===== src/rtl/uart_rx_cfg.sv =====
// uart_rx_cfg: parametrised UART receiver with a one-entry valid/ready
// holding register.
//
// Frame format is configurable: DATA_BITS data bits (LSB first), optional
// odd/even parity, one or two stop bits. The raw rxd pin is synchronised
// internally. Line breaks are detected and reported. A completed frame that
// finds the holding register still occupied is dropped and reported as an
// overrun.
//
// Parameters
//   CLK_PER_HALF_BIT  clk cycles per half bit period (>= 4)
//   DATA_BITS         data bits per frame, 5..9
//   PARITY            0 = none, 1 = odd, 2 = even
//   STOP_BITS         1 or 2
//
// Ports
//   clk          in   system clock
//   rst          in   synchronous active-high reset
//   rxd          in   raw serial line, idle high, asynchronous to clk
//   rdata        out  received word, valid while rdata_valid
//   rdata_valid  out  holding register full
//   rdata_ready  in   consumer accepts rdata when rdata_valid && rdata_ready
//   perr         out  1-cycle pulse: parity mismatch on the delivered word
//   ferr         out  1-cycle pulse: a stop bit was sampled low
//   brk          out  1-cycle pulse: break (all-zero frame including stop)
//   oerr         out  1-cycle pulse: completed frame dropped, register full
module uart_rx_cfg #(
  parameter int CLK_PER_HALF_BIT = 5208,
  parameter int DATA_BITS        = 8,
  parameter int PARITY           = 0,
  parameter int STOP_BITS        = 1
) (
  input  logic                 clk,
  input  logic                 rst,
  input  logic                 rxd,
  output logic [DATA_BITS-1:0] rdata,
  output logic                 rdata_valid,
  input  logic                 rdata_ready,
  output logic                 perr,
  output logic                 ferr,
  output logic                 brk,
  output logic                 oerr
);

  localparam logic [31:0] HALF_LAST = 32'(CLK_PER_HALF_BIT - 1);
  localparam logic [31:0] FULL_LAST = 32'(2 * CLK_PER_HALF_BIT - 1);
  localparam logic [3:0]  DATA_LAST = 4'(DATA_BITS - 1);
  localparam logic [3:0]  STOP_LAST = 4'(STOP_BITS - 1);

  typedef enum logic [2:0] {
    S_IDLE,
    S_START,
    S_DATA,
    S_PARITY,
    S_STOP,
    S_WAIT_HIGH
  } state_t;

  state_t               state;
  logic [31:0]          cnt;
  logic [3:0]           bit_idx;
  logic [DATA_BITS-1:0] shreg;
  logic                 par_bit;
  logic                 stop_bad;
  logic                 rx_p0;
  logic                 rx_p1;
  logic                 rxs;

  assign rxs = rx_p1;

  // True when the received parity bit disagrees with the configured mode.
  function automatic logic parity_bad(input logic [DATA_BITS-1:0] d,
                                      input logic p);
    if (PARITY == 1)      return ~(^d ^ p);
    else if (PARITY == 2) return (^d ^ p);
    else                  return 1'b0;
  endfunction

  always_ff @(posedge clk) begin
    if (rst) begin
      rx_p0       <= 1'b1;
      rx_p1       <= 1'b1;
      state       <= S_IDLE;
      cnt         <= '0;
      bit_idx     <= '0;
      shreg       <= '0;
      par_bit     <= 1'b0;
      stop_bad    <= 1'b0;
      rdata       <= '0;
      rdata_valid <= 1'b0;
      perr        <= 1'b0;
      ferr        <= 1'b0;
      brk         <= 1'b0;
      oerr        <= 1'b0;
    end else begin
      // Stage p0 -> p1: two-flop synchroniser on the raw line
      rx_p0 <= rxd;
      rx_p1 <= rx_p0;

      perr <= 1'b0;
      ferr <= 1'b0;
      brk  <= 1'b0;
      oerr <= 1'b0;

      // Consumer handshake; a load later in this block takes precedence.
      if (rdata_valid && rdata_ready) rdata_valid <= 1'b0;

      cnt <= cnt + 32'd1;

      case (state)
        S_IDLE: begin
          cnt      <= '0;
          bit_idx  <= '0;
          stop_bad <= 1'b0;
          par_bit  <= 1'b0;
          if (!rxs) state <= S_START;
        end

        S_START: begin
          if (cnt == HALF_LAST) begin
            cnt <= '0;
            // A line already back high at mid start bit was a glitch.
            if (rxs) state <= S_IDLE;
            else     state <= S_DATA;
          end
        end

        S_DATA: begin
          if (cnt == FULL_LAST) begin
            cnt   <= '0;
            // Shifting in at the MSB end leaves the first bit at the LSB.
            shreg <= {rxs, shreg[DATA_BITS-1:1]};
            if (bit_idx == DATA_LAST) begin
              bit_idx <= '0;
              state   <= (PARITY != 0) ? S_PARITY : S_STOP;
            end else begin
              bit_idx <= bit_idx + 4'd1;
            end
          end
        end

        S_PARITY: begin
          if (cnt == FULL_LAST) begin
            cnt     <= '0;
            par_bit <= rxs;
            state   <= S_STOP;
          end
        end

        S_STOP: begin
          if (cnt == FULL_LAST) begin
            cnt <= '0;
            if (bit_idx != STOP_LAST) begin
              bit_idx  <= bit_idx + 4'd1;
              stop_bad <= stop_bad | ~rxs;
            end else if (shreg == '0 && (PARITY == 0 || !par_bit) && !rxs) begin
              // Break: wait for the line to recover before looking for a start.
              brk   <= 1'b1;
              ferr  <= 1'b1;
              state <= S_WAIT_HIGH;
            end else if (stop_bad || !rxs) begin
              ferr  <= 1'b1;
              state <= S_IDLE;
            end else begin
              // Returning to IDLE now lets the second half of the stop bit
              // already catch the next start edge.
              state <= S_IDLE;
              if (!rdata_valid || rdata_ready) begin
                rdata       <= shreg;
                rdata_valid <= 1'b1;
                perr        <= parity_bad(shreg, par_bit);
              end else begin
                oerr <= 1'b1;
              end
            end
          end
        end

        S_WAIT_HIGH: begin
          cnt <= '0;
          if (rxs) state <= S_IDLE;
        end

        default: state <= S_IDLE;
      endcase
    end
  end

endmodule

===== config.mk =====
export PLATFORM = sky130hd
export DESIGN_NAME = uart_rx_cfg
export DESIGN_NICKNAME = d
export VERILOG_FILES = /design/src/rtl/uart_rx_cfg.sv
export SDC_FILE = /design/constraint.sdc
export NUM_CORES = 1
export LEC_CHECK = 0
export ABC_AREA = 1
export BUFFER_PORTS_ARGS = -buffer_cell sky130_fd_sc_hd__buf_2
export CAP_MARGIN = 20
export CORE_MARGIN = 5
export CORE_UTILIZATION = 45
export CTS_BUF_LIST = sky130_fd_sc_hd__clkbuf_2 sky130_fd_sc_hd__clkbuf_4 sky130_fd_sc_hd__clkbuf_8
export DETAILED_ROUTE_END_ITERATION = 10
export GPL_ROUTABILITY_DRIVEN = 0
export PLACE_DENSITY = 0.63
export SLEW_MARGIN = 5
export SYNTH_ARGS = -nofsm -noshare
export SYNTH_HDL_FRONTEND = slang
export SYNTH_SLANG_ARGS = --single-unit
export TNS_END_PERCENT = 5

===== constraint.sdc =====
create_clock -name clk -period 3.7 [get_ports clk]
set_clock_uncertainty 0.05 [all_clocks]
set_input_delay 0.555 -clock clk [delete_from_list [all_inputs] [get_ports clk]]
set_output_delay 0.555 -clock clk [all_outputs]
set_load 0.01 [all_outputs]

---- After elaboration in Yosys (flattened, before gate mapping) ----
Cells that the tools add are included.
cells by class
  add/sub/neg operators ................... 2
  multipliers ............................. 0
  divide/modulo/power cells ............... 0
  order comparisons ....................... 0
  equality and inequality tests ........... 17
  shift-type cells ........................ 0
  mux-type cells .......................... 33
  bitwise operators ....................... 7
  reductions and logical operators ........ 20
operator list
  kind                                                                      number
  32-bit one-hot mux with 3 select lines                                    1
  32-bit two-way mux                                                        2
  32-bit by 1-bit adder with 32-bit output (second input constant)          1
  32-bit by 13-bit equality test with 1-bit output (second input constant)  1
  32-bit by 14-bit equality test with 1-bit output (second input constant)  1
  3-bit two-way mux                                                         9
  2-bit != test (second input constant)                                     9
  3-bit one-hot mux with 6 select lines                                     1
  4-bit two-way mux                                                         4
  1-bit two-way mux                                                         13
  4-bit one-hot mux with 3 select lines                                     1
  8-bit logical NOT                                                         1
  8-bit AND reduction                                                       1
  3-bit by 2-bit equality test with 1-bit output (second input constant)    2
  3-bit equality test (second input constant)                               2
  1-bit NOT                                                                 6
  6-bit AND reduction                                                       1
  6-bit OR reduction                                                        1
  4-bit by 1-bit adder with 4-bit output (second input constant)            1
  4-bit by 3-bit equality test with 1-bit output (second input constant)    1
  4-bit AND reduction                                                       1
  4-bit nonzero test                                                        1
  4-bit OR reduction                                                        1
  3-bit by 1-bit equality test with 1-bit output (second input constant)    1
  13 further kinds                                                          16
storage, ports and cells
  flip-flop bits (word level) ............. 62
  bits in latches ......................... 0
  RAM bits ................................ 0
  memory bits (read-only) ................. 0
  input bits .............................. 4
  output and inout port bits .............. 13
  logic and storage cells ................. 91
  memories kept ........................... 0

---- Logic depth before layout (Yosys ltp) ----
Gate-level depths: netlist of run 1.
  depth after elaboration ................. 8
  mapped depth ............................ 12
  mapped depth without buffers ............ 12

---- Worst setup path before layout of run 1 ----
No wires, ideal clock.
  path type ............................... register to register
  start ................................... register cnt[0]
  end ..................................... register cnt[2]
  library setup time ...................... 116 ps
  arrival time ............................ 1569 ps
  data required time ...................... 3534 ps
  path slack .............................. 1965 ps
  cell stages (with the launch flop) ...... 12
  path buffers ............................ 1
  clock period less this slack ............ 1735 ps
  cells stage by stage .................... dfxtp_1 ha_1 nand2_1 nor2_4 nand3_1 nor2_1 nand2_2 nand2_2 nand3_4 buf_6 o211ai_1 inv_1
on the way
  cells in the longest elaborated chain, start to end .. 3
  elaborated cells on any way between the ends .. 6
  those cells by class .................... 1 x add/sub; 2 x eq/ne; 3 x mux
RTL lines
  what                                                                    line  RTL
  start, declared                                                         60    logic [31:0] cnt;
  start signal, assigned                                                  108   cnt <= cnt + 32'd1;
  32-bit by 1-bit adder with 32-bit output, or another cell as far along  108
  32-bit two-way mux (on tied branches)                                   --
  32-bit one-hot mux with 3 select lines *                                110   case (state)
Every way passes the cells marked *; elsewhere a longest branch is shown, timed or not.
A chain may end at the register's enable or synchronous reset.

---- Worst setup path after layout of run 1 ----
  start ................................... register cnt[0]
  end ..................................... register cnt[18]
Same word-level chain as after synthesis.

==> results of run 1 <==
==> cell families (layout without fill, tap and decap cells) <==
kind of cell	count (synthesis)	in the layout	share of synthesized area (%)
AO/OA/AOI/OAI	38	38	5.98
XOR/XNOR	16	16	4.22
adder cells (fa/ha/maj)	3	3	1.13
buffers and inverters	86	110	10.6
flip-flops	62	62	37.3
other	1	1	0.113
AND/OR/NAND/NOR	306	306	40.6
==> worst min-delay path by stage <==
stage	from	endpoint	slack (ps)	cells after the start
4_1_cts	rxd	rx_p0	330	2
2_1_floorplan	rx_p0	rx_p1	340	1
5_1_grt	rxd	rx_p0	340	2
6_report	rxd	rx_p0	340	2
3_3_place_gp	rx_p0	rx_p1	340	1
3_5_place_dp	rx_p0	rx_p1	340	1
==> cell type report <==
class	instances	area, um^2	share of cell area, %
Tap cell	99	124	3.34
Clock buffer	10	138	3.72
Multi-Input combinational cell	364	1730	46.7
Sequential cell	62	1240	33.5
Timing Repair Buffer	16	82.6	2.23
Clock inverter	6	92.6	2.50
Inverter	78	295	7.97
==> where the power goes <==
part | total [mW] | internal (mW) | switching [mW]
registers | 0.754 | 0.708 | 0.0464
clock network | 0.690 | 0.401 | 0.289
logic | 0.640 | 0.202 | 0.438
total | 2.08 | 1.31 | 0.773
==> worst register-to-register path, stage by stage, from the launching register on <==
cell and delay (ps):
dfxtp_1 380, ha_1 240, nand2_1 110, nor2_4 150, nand3_1 90, nor2_1 150
nand2_2 110, nand2_2 150, nand3_4 220, nand2_2 290, inv_1 110, nand2_1 70
inv_1 30
==> cell usage in the layout (no fill, tap or decap), types with 2 or more instances in the layout <==
master,synthesis,layout
nand3_1,24,24
clkbuf_8,0,10
o21ai_0,18,18
bufinv_16,0,2
nor4_1,2,2
inv_1,73,73
nor3_1,11,11
nor2_1,103,103
nor2_4,2,2
nand2_2,3,3
nand3_4,2,2
ha_1,3,3
or2_2,2,2
a21oi_1,16,16
buf_2,1,15
dfxtp_1,62,62
inv_2,4,4
nor2_8,2,2
xor2_1,15,15
nand2_1,130,130
clkinvlp_4,0,2
nor2_2,4,4
nand4_1,18,18
==> metrics by stage <==
step                hold WS, ps  std cells
finish                      345        635
global route                342        635
CTS                         331        635
detailed placement          344        619
global placement            345        619
floorplan                   339        512
==> metal layers <==
layer	wire [um]	GRT usage, %
met3	240	4.69
met1	3490	21.6
met5	0	0
met2	3240	27.2
met4	70	4.03
==> registers in the layout, indices dropped and copies added (netlist names) <==
register     count
cnt             32
rdata            8
shreg            8
bit_idx          4
state            3
brk              1
ferr             1
oerr             1
rdata_valid      1
rx_p0            1
rx_p1            1
stop_bad         1
==> results.json, run 1 <==
{
  "crit_buf_inv": 2,
  "tightest_slew_ps": 578,
  "status": "complete, no violations",
  "dr.pass1.iters": 4,
  "ys_warn_count": 0,
  "synth_flop_cell": "dfxtp_1",
  "worstPathCellList": "ha_1 -> nand2_1 -> nor2_4 -> nand3_1 -> nor2_1 -> nand2_2 -> nand2_2 -> nand3_4 -> nand2_2 -> inv_1 -> nand2_1 -> inv_1",
  "synth_seq_cells": 62,
  "reg2reg_to": "cnt[18]",
  "finalSetupViolCount": 0,
  "drtIter0Drc": 146,
  "cpMostUsedCell": "nand2_2",
  "worstSkewPairLatency_ps": 340,
  "synthCells": 512,
  "postCtsHoldBufs": 0,
  "yosysSeqAreaShare_pct": 37.3,
  "dpl.hpwl_mm": 5.21,
  "r2r_setup_slack_ps": 1450,
  "synth.top_cells.by_count": "nand2_1 (130), nor2_1 (103), inv_1 (73)",
  "synth_area_um2": 3320,
  "layout-drive-gt1-share_pct": 9.89,
  "grt_pass1_wl_mm": 12.1,
  "syn_to_final_growth_pct": 11.4,
  "wire_per_inst_um": 11.1,
  "critPathCaptureType": "flop",
  "wl_mm": 7.04,
  "synth_area_leaders": "dfxtp_1 (37%), nand2_1 (15%), nor2_1 (12%)",
  "post-place-ws_ps": 1490,
  "startpoint": "cnt[0]",
  "hp-class": "in -> reg",
  "arrival_ps": 2440,
  "rsz0062_at_grt": "no",
  "synth.most_common_cell": "nand2_1",
  "cts.path.max_buffers": 2,
  "syn_area_per_cell_um2": 6.49,
  "port_buffers": 15,
  "grt_max_degree": 21,
  "cp_max_fo": 19,
  "crit_family": "simple AND/OR/NAND/NOR gates",
  "fillCellCount": 741,
  "clk_pin_slew_ps": 70,
  "synth_edf_count": 0,
  "yosysTopAreaCellShare_pct": 37.3,
  "die_area_um2": 9210,
  "grt.overflow.total": 0,
  "numCtsBuffers": 9,
  "maxCapViolations": 0,
  "htreeDepth": 3,
  "die_x_um": 96.0,
  "finalCritPeriodShare_pct": 60.9,
  "cp-start-kind": "flop",
  "route.detailed.drc": 0,
  "ant_nets": 0,
  "cts_sinks": 62,
  "max_stage_delay_ps": 380,
  "cts_setup_buffers": 0,
  "tns_ps": 0,
  "p_total_mw": 2.08,
  "post_drt_via_cell_ratio": 4.77,
  "period_minus_slack_ps": 2250,
  "io_pins": 17,
  "required_ps": 3890,
  "placed_area_um2": 3470,
  "crit_end": "cnt[18]",
  "max_freq_mhz": 444,
  "grt_pass1_vias": 2787,
  "crit_type": "reg -> reg",
  "slew-limit-headroom_pct": 61.2,
  "vias": 3026,
  "die_h_um": 96.0,
  "power_density_nw_per_um2": 563,
  "worst-path-stages": 12,
  "cts_tree": "yes",
  "antenna_found_initial": 0,
  "ctsRootBufferMaster": "clkbuf_8",
  "finalHoldViolations": 0,
  "fin_area_um2": 3700,
  "ctsResizeCount": 0,
  "synth.largest_area_cell": "dfxtp_1",
  "utilization_pct": 51.3,
  "fin_nets": 538,
  "grt.total_usage_pct": 16.6,
  "initial_core_util_pct": 46.1,
  "antennaDiodeCount": 0,
  "ff2ff_path_depth": 12,
  "drv_slew": 0,
  "max-vdd-ir-drop_v": 0.000348,
  "syn_nets": 519,
  "cp_slowest_cell": "dfxtp_1",
  "rows": 31,
  "r2r-start": "cnt[0]",
  "async_flop_share_pct": 0,
  "setup_ws_ps": 1450,
  "leakage_nw": 1.75,
  "ys_types": 33,
  "coreArea_um2": 7210
}
Note: power is estimated with default switching activity, not from simulation.
==> run 2: changes to the inputs <==
- ABC_AREA: 1 -> 0
- PLACE_DENSITY: 0.63 -> 0.65
- clock period: 3.7 -> 2.05 ns (I/O delays scaled with it)
==> run 2 against run 1 <==
Effect of this change: non-clock buffer count rose by 17; via count down 23%; sequential share of layout area increased by 2.6 points; final cell count is 32% lower; power increased by 35%; synthesized area shrank 12%; clock-buffer cell count up 1.
==> results.json, run 2 <==
{
  "cp-start-kind": "flop",
  "hp-class": "in -> reg",
  "synthCells": 319,
  "seqPwrFrac_pct": 44.2,
  "layout-drive-gt1-share_pct": 19.7,
  "synth_area_leaders": "dfxtp_1 (43%), nor2_1 (7.9%), xor2_1 (6.9%)",
  "dr.pass1.iters": 4,
  "ctsResizeCount": 0,
  "dpl.hpwl_mm": 3.76,
  "slew-limit-headroom_pct": 60.6,
  "grt.total_usage_pct": 14.1,
  "arrival_ps": 2080,
  "finalHoldViolations": 0,
  "postCtsHoldBufs": 0,
  "tns_ps": 0,
  "power_density_nw_per_um2": 818,
  "worstSkewPairLatency_ps": 340,
  "hp-start": "rxd",
  "status": "complete, no violations",
  "vias": 2315,
  "period_minus_slack_ps": 1910,
  "grtUsageMet3_pct": 6.00,
  "syn_area_per_cell_um2": 9.13,
  "antennaDiodeCount": 0,
  "p_int_mw": 2.12,
  "cts.path.max_buffers": 2,
  "ant_nets": 0,
  "die_x_um": 90.5,
  "required_ps": 2210,
  "p_total_mw": 2.81,
  "crit_type": "reg -> reg",
  "coreArea_um2": 6310,
  "cp_max_fo": 5,
  "die_area_um2": 8180,
  "fin_nets": 358,
  "antenna_found_initial": 0,
  "final_common_cell": "dfxtp_1",
  "reg_top3": "cnt: 32 flops, rdata: 8 flops, shreg: 8 flops",
  "synth_area_um2": 2910,
  "synth_edf_count": 0,
  "io_pins": 17,
  "synth.largest_area_cell": "dfxtp_1",
  "finalCritPeriodShare_pct": 93.4,
  "met1_usage_pct": 17.7,
  "cts_sinks": 62,
  "largest_register": "cnt",
  "ctsRootBufferMaster": "clkbuf_8",
  "p_sw_uw": 691,
  "cts_tree": "yes",
  "startpoint": "cnt[11]",
  "grt.overflow.total": 0,
  "drv_slew": 0,
  "power_frac_comb_pct": 12.5,
  "maxCapViolations": 0,
  "use_met2_pct": 21.7,
  "die_h_um": 90.5,
  "tightest_slew_ps": 592,
  "syn_to_final_growth_pct": 17.9,
  "largest_reg_flops": 32,
  "finalSetupViolCount": 0,
  "critPathCaptureType": "flop",
  "numCtsBuffers": 9,
  "power.share.switching_pct": 24.6,
  "syn_nets": 326,
  "synth.top_cells.by_count": "dfxtp_1 (62), nor2_1 (61), xor2_1 (23)",
  "htreeDepth": 3,
  "utilization_pct": 54.4,
  "cts_setup_buffers": 0,
  "synth_seq_cells": 62,
  "gr-max-usage-layer": "met2",
  "ys_types": 57,
  "rsz0062_at_grt": "no",
  "synth.most_common_cell": "dfxtp_1",
  "yosysSeqAreaShare_pct": 42.6,
  "max-vdd-ir-drop_v": 0.000544,
  "leakage_nw": 1.23,
  "clk_pin_slew_ps": 70,
  "route.detailed.drc": 0,
  "post_drt_via_cell_ratio": 5.35,
  "max_freq_mhz": 523,
  "grt_pass1_vias": 2187,
  "whs_path_depth": 2,
  "port_buffers": 15,
  "rows": 29,
  "ff2ff_path_depth": 5,
  "drtIter0Drc": 61,
  "r2r-start": "cnt[11]",
  "post-place-ws_ps": 104,
  "wl_mm": 5.50,
  "synth_flop_cell": "dfxtp_1",
  "initial_core_util_pct": 46.2,
  "wire_per_inst_um": 12.7,
  "layout_common_cells": "dfxtp_1 (62), nor2_1 (61), xor2_1 (23), nand2_1 (17)",
  "setup_ws_ps": 136,
  "ys_warn_count": 0,
  "yosysTopAreaCellShare_pct": 42.6,
  "async_flop_share_pct": 0,
  "grt_pass1_wl_mm": 9.63,
  "grt_max_degree": 38,
  "pwr-share-clk_pct": 43.3
}
==> run 2: cell types whose count changed in the layout (fill, tap and decap cells not counted), sizes merged, moves of 8 or more <==
cell and change:
nand3 -9, nand2 -116, a21oi -12, xor2 +8
nor2 -49, nor4 +8, mux2i +16, o21ai -17
buf +17, inv -72
==> run 2: power groups by stage <==
stage | registers (mW) | clock network (mW) | logic, mW
after floorplan | 1.26 | 0 | 0.252
after global placement | 1.27 | 0 | 0.349
after detailed placement | 1.27 | 0 | 0.352
after CTS | 1.24 | 1.25 | 0.353
after global routing | 1.24 | 1.31 | 0.394
final | 1.24 | 1.22 | 0.352
==> run 2: worst paths after layout <==
path / slack [ps] / to
hold reg to reg: 370 / rx_p1
setup / recovery: 140 / bit_idx[3]
setup reg to reg: 140 / bit_idx[3]
hold / removal: 100 / rx_p0
==> run 2: critical path, stage by stage (launching register included) <==
cell,delay [ps]
dfxtp_1,400
nor3b_1,360
nand3_4,170
or3_1,430
a221oi_1,280
o32ai_1,110
==> run 2: kinds of logic (layout without fill, tap and decap cells) <==
kind of cell / Yosys count / after routing / share of synthesized area, %
xor gates and xnor gates: 31 / 31 / 9.32
and+or+nand+nor: 157 / 157 / 30.7
buffers and inverters: 19 / 56 / 2.83
AOI/OAI and AO/OA: 30 / 30 / 7.69
DFF: 62 / 62 / 42.6
other: 1 / 1 / 0.129
muxes: 16 / 16 / 5.50
adders and majority gates: 3 / 3 / 1.29
==> run 2: cell type report <==
class / instances / area (um^2)
well taps: 77 / 96.3
clock buffers: 11 / 151
multi-input cells: 238 / 1600
repair buffers: 33 / 235
flip-flops and latches: 62 / 1240
fillers: 610 / 2880
clock inverters: 5 / 81.3
inverters: 7 / 26.3
==> run 2: metal layers <==
layer | part of all wire (%) | up-vias
li1 | - | 1191
met5 | 0 | -
met1 | 49 | 1076
met4 | 1.0 | 0
met3 | 4.6 | 6
met2 | 46 | 42
==> run 2: through the flow <==
stage / hold slack (ps) / cell area, um^2 / cells
5_1_grt: 89.2 / 3440 / 433
4_1_cts: 89.2 / 3430 / 433
2_1_floorplan: 339 / 2910 / 319
3_5_place_dp: 344 / 3200 / 417
6_report: 102 / 3440 / 433
3_3_place_gp: 348 / 3200 / 417
==> run 3: changes to the inputs <==
- PLACE_DENSITY: 0.65 -> 0.63
- clock period: 2.05 -> 2 ns (I/O delays scaled with it)
==> run 3 against run 2 <==
Effect of this change: hold slack got worse by 14 ps; worst setup slack got worse by 18 ps; wire length rose by 1.7%; clock power barely moved; power rose by 3.2%; utilization rose by 1.1 points; cell area rose by 2.0%; combinational power rose by 8.2%.
==> results.json, run 3 (same netlist as run 2, synthesis figures left out) <==
{
  "maxCapViolations": 0,
  "fin_nets": 360,
  "die_area_um2": 8180,
  "drtIter0Drc": 79,
  "rows": 29,
  "postCtsHoldBufs": 0,
  "final_common_cell": "nor2_1",
  "route.detailed.drc": 0,
  "grt_max_degree": 28,
  "clk_pin_slew_ps": 80,
  "fin_area_um2": 3500,
  "port_buffers": 15,
  "ctsRootBufferMaster": "clkbuf_8",
  "worstPathCellList": "inv_2 -> ha_2 -> and4bb_2 -> nand4b_1 -> nor4_4 -> buf_12 -> mux2i_1 -> nor2_1",
  "cts.path.max_buffers": 2,
  "antenna_found_initial": 0,
  "crit_buf_inv": 2,
  "crit_type": "reg -> reg",
  "max_stage_delay_ps": 350,
  "arrival_ps": 2070,
  "grt.total_usage_pct": 14.5,
  "period_minus_slack_ps": 1880,
  "wl_mm": 5.59,
  "cts_setup_buffers": 0,
  "finalSetupViolCount": 0,
  "multiInputGateArea_um2": 1660,
  "required_ps": 2190,
  "htreeDepth": 3,
  "fillCellCount": 590,
  "regArea_um2": 1240,
  "cp_slowest_cell": "dfxtp_2",
  "cts_tree": "yes",
  "io_pins": 17,
  "numCtsBuffers": 9,
  "initial_core_util_pct": 46.2,
  "finalHoldViolations": 0,
  "power_density_nw_per_um2": 828,
  "largest_reg_flops": 32,
  "vias": 2319,
  "leakage_nw": 1.26,
  "worstSkewPairLatency_ps": 340,
  "drv_slew": 0,
  "post_drt_via_cell_ratio": 5.33,
  "crit_family": "simple AND/OR/NAND/NOR gates",
  "rsz0062_at_grt": "no",
  "cp-start-kind": "flop",
  "placed_area_um2": 3210,
  "p_total_mw": 2.90,
  "finalCritPeriodShare_pct": 94.1,
  "die_x_um": 90.5,
  "syn_to_final_growth_pct": 20.3,
  "grt_pass1_wl_mm": 9.84,
  "hp-class": "in -> reg",
  "coreArea_um2": 6310,
  "status": "complete, no violations",
  "dpl.hpwl_mm": 3.83,
  "wire_per_inst_um": 12.8,
  "cp_max_fo": 8,
  "reg_top3": "cnt: 32 flops, rdata: 8 flops, shreg: 8 flops",
  "max-vdd-ir-drop_v": 0.000635,
  "grt_pass1_vias": 2182,
  "antennaDiodeCount": 0,
  "largest_register": "cnt",
  "ant_nets": 0,
  "cts_sinks": 62,
  "layout_common_cells": "nor2_1 (61), dfxtp_1 (59), xor2_1 (23), nand2_1 (17), buf_4 (17)",
  "die_h_um": 90.5,
  "grt.overflow.total": 0,
  "dr.pass1.iters": 4,
  "tns_ps": 0,
  "layout-drive-gt1-share_pct": 23.2,
  "critPathCaptureType": "flop",
  "max_freq_mhz": 531
}
[run 3: worst paths after layout]
kind | from | to | slack, ps | cells past startpoint
max | bit_idx[0] | rdata[2] | 120 | 8
min | rxd | rx_p0 | 90 | 2
max reg2reg | bit_idx[0] | rdata[2] | 120 | 8
min reg2reg | cnt[0] | cnt[0] | 370 | 1
[run 3: power by group]
part / internal (mW) / switching (mW)
combinational: 0.162 / 0.218
clock: 0.718 / 0.533
sequential: 1.25 / 0.0174
total: 2.13 / 0.769
[run 3: layer usage]
| layer | track usage [%] | routed length, um |
|---|---|---|
| met5 | 0 | 0 |
| met4 | 4.47 | 65 |
| met3 | 5.17 | 223 |
| met2 | 23.5 | 2650 |
| met1 | 17.9 | 2650 |
[run 3: timing repair]
action	CTS	global route
endpoints found under the setup margin	2	43
pin swaps	0	1
resized for setup	2	15
[run 3: area by class of cell]
| class | count | share of cell area (%) |
|---|---|---|
| clock buffer | 9 | 3.53 |
| clock inverter | 7 | 2.96 |
| inverter | 7 | 0.750 |
| multi-input combinational | 238 | 47.2 |
| sequential | 62 | 35.5 |
| tap | 77 | 2.75 |
| timing repair buffer | 35 | 7.25 |
[run 3: per-stage QoR]
stage / instances / hold slack (ps) / utilization, % / worst slack (ps)
floorplan: 319 / 339 / - / 27.2
global placement: 419 / 352 / 50.9 / 103
detailed placement: 419 / 352 / 50.9 / 38.4
CTS: 435 / 76.3 / 54.7 / 15.7
global route: 435 / 68.5 / 55.5 / 9.79
finish: 435 / 88.3 / 55.5 / 118
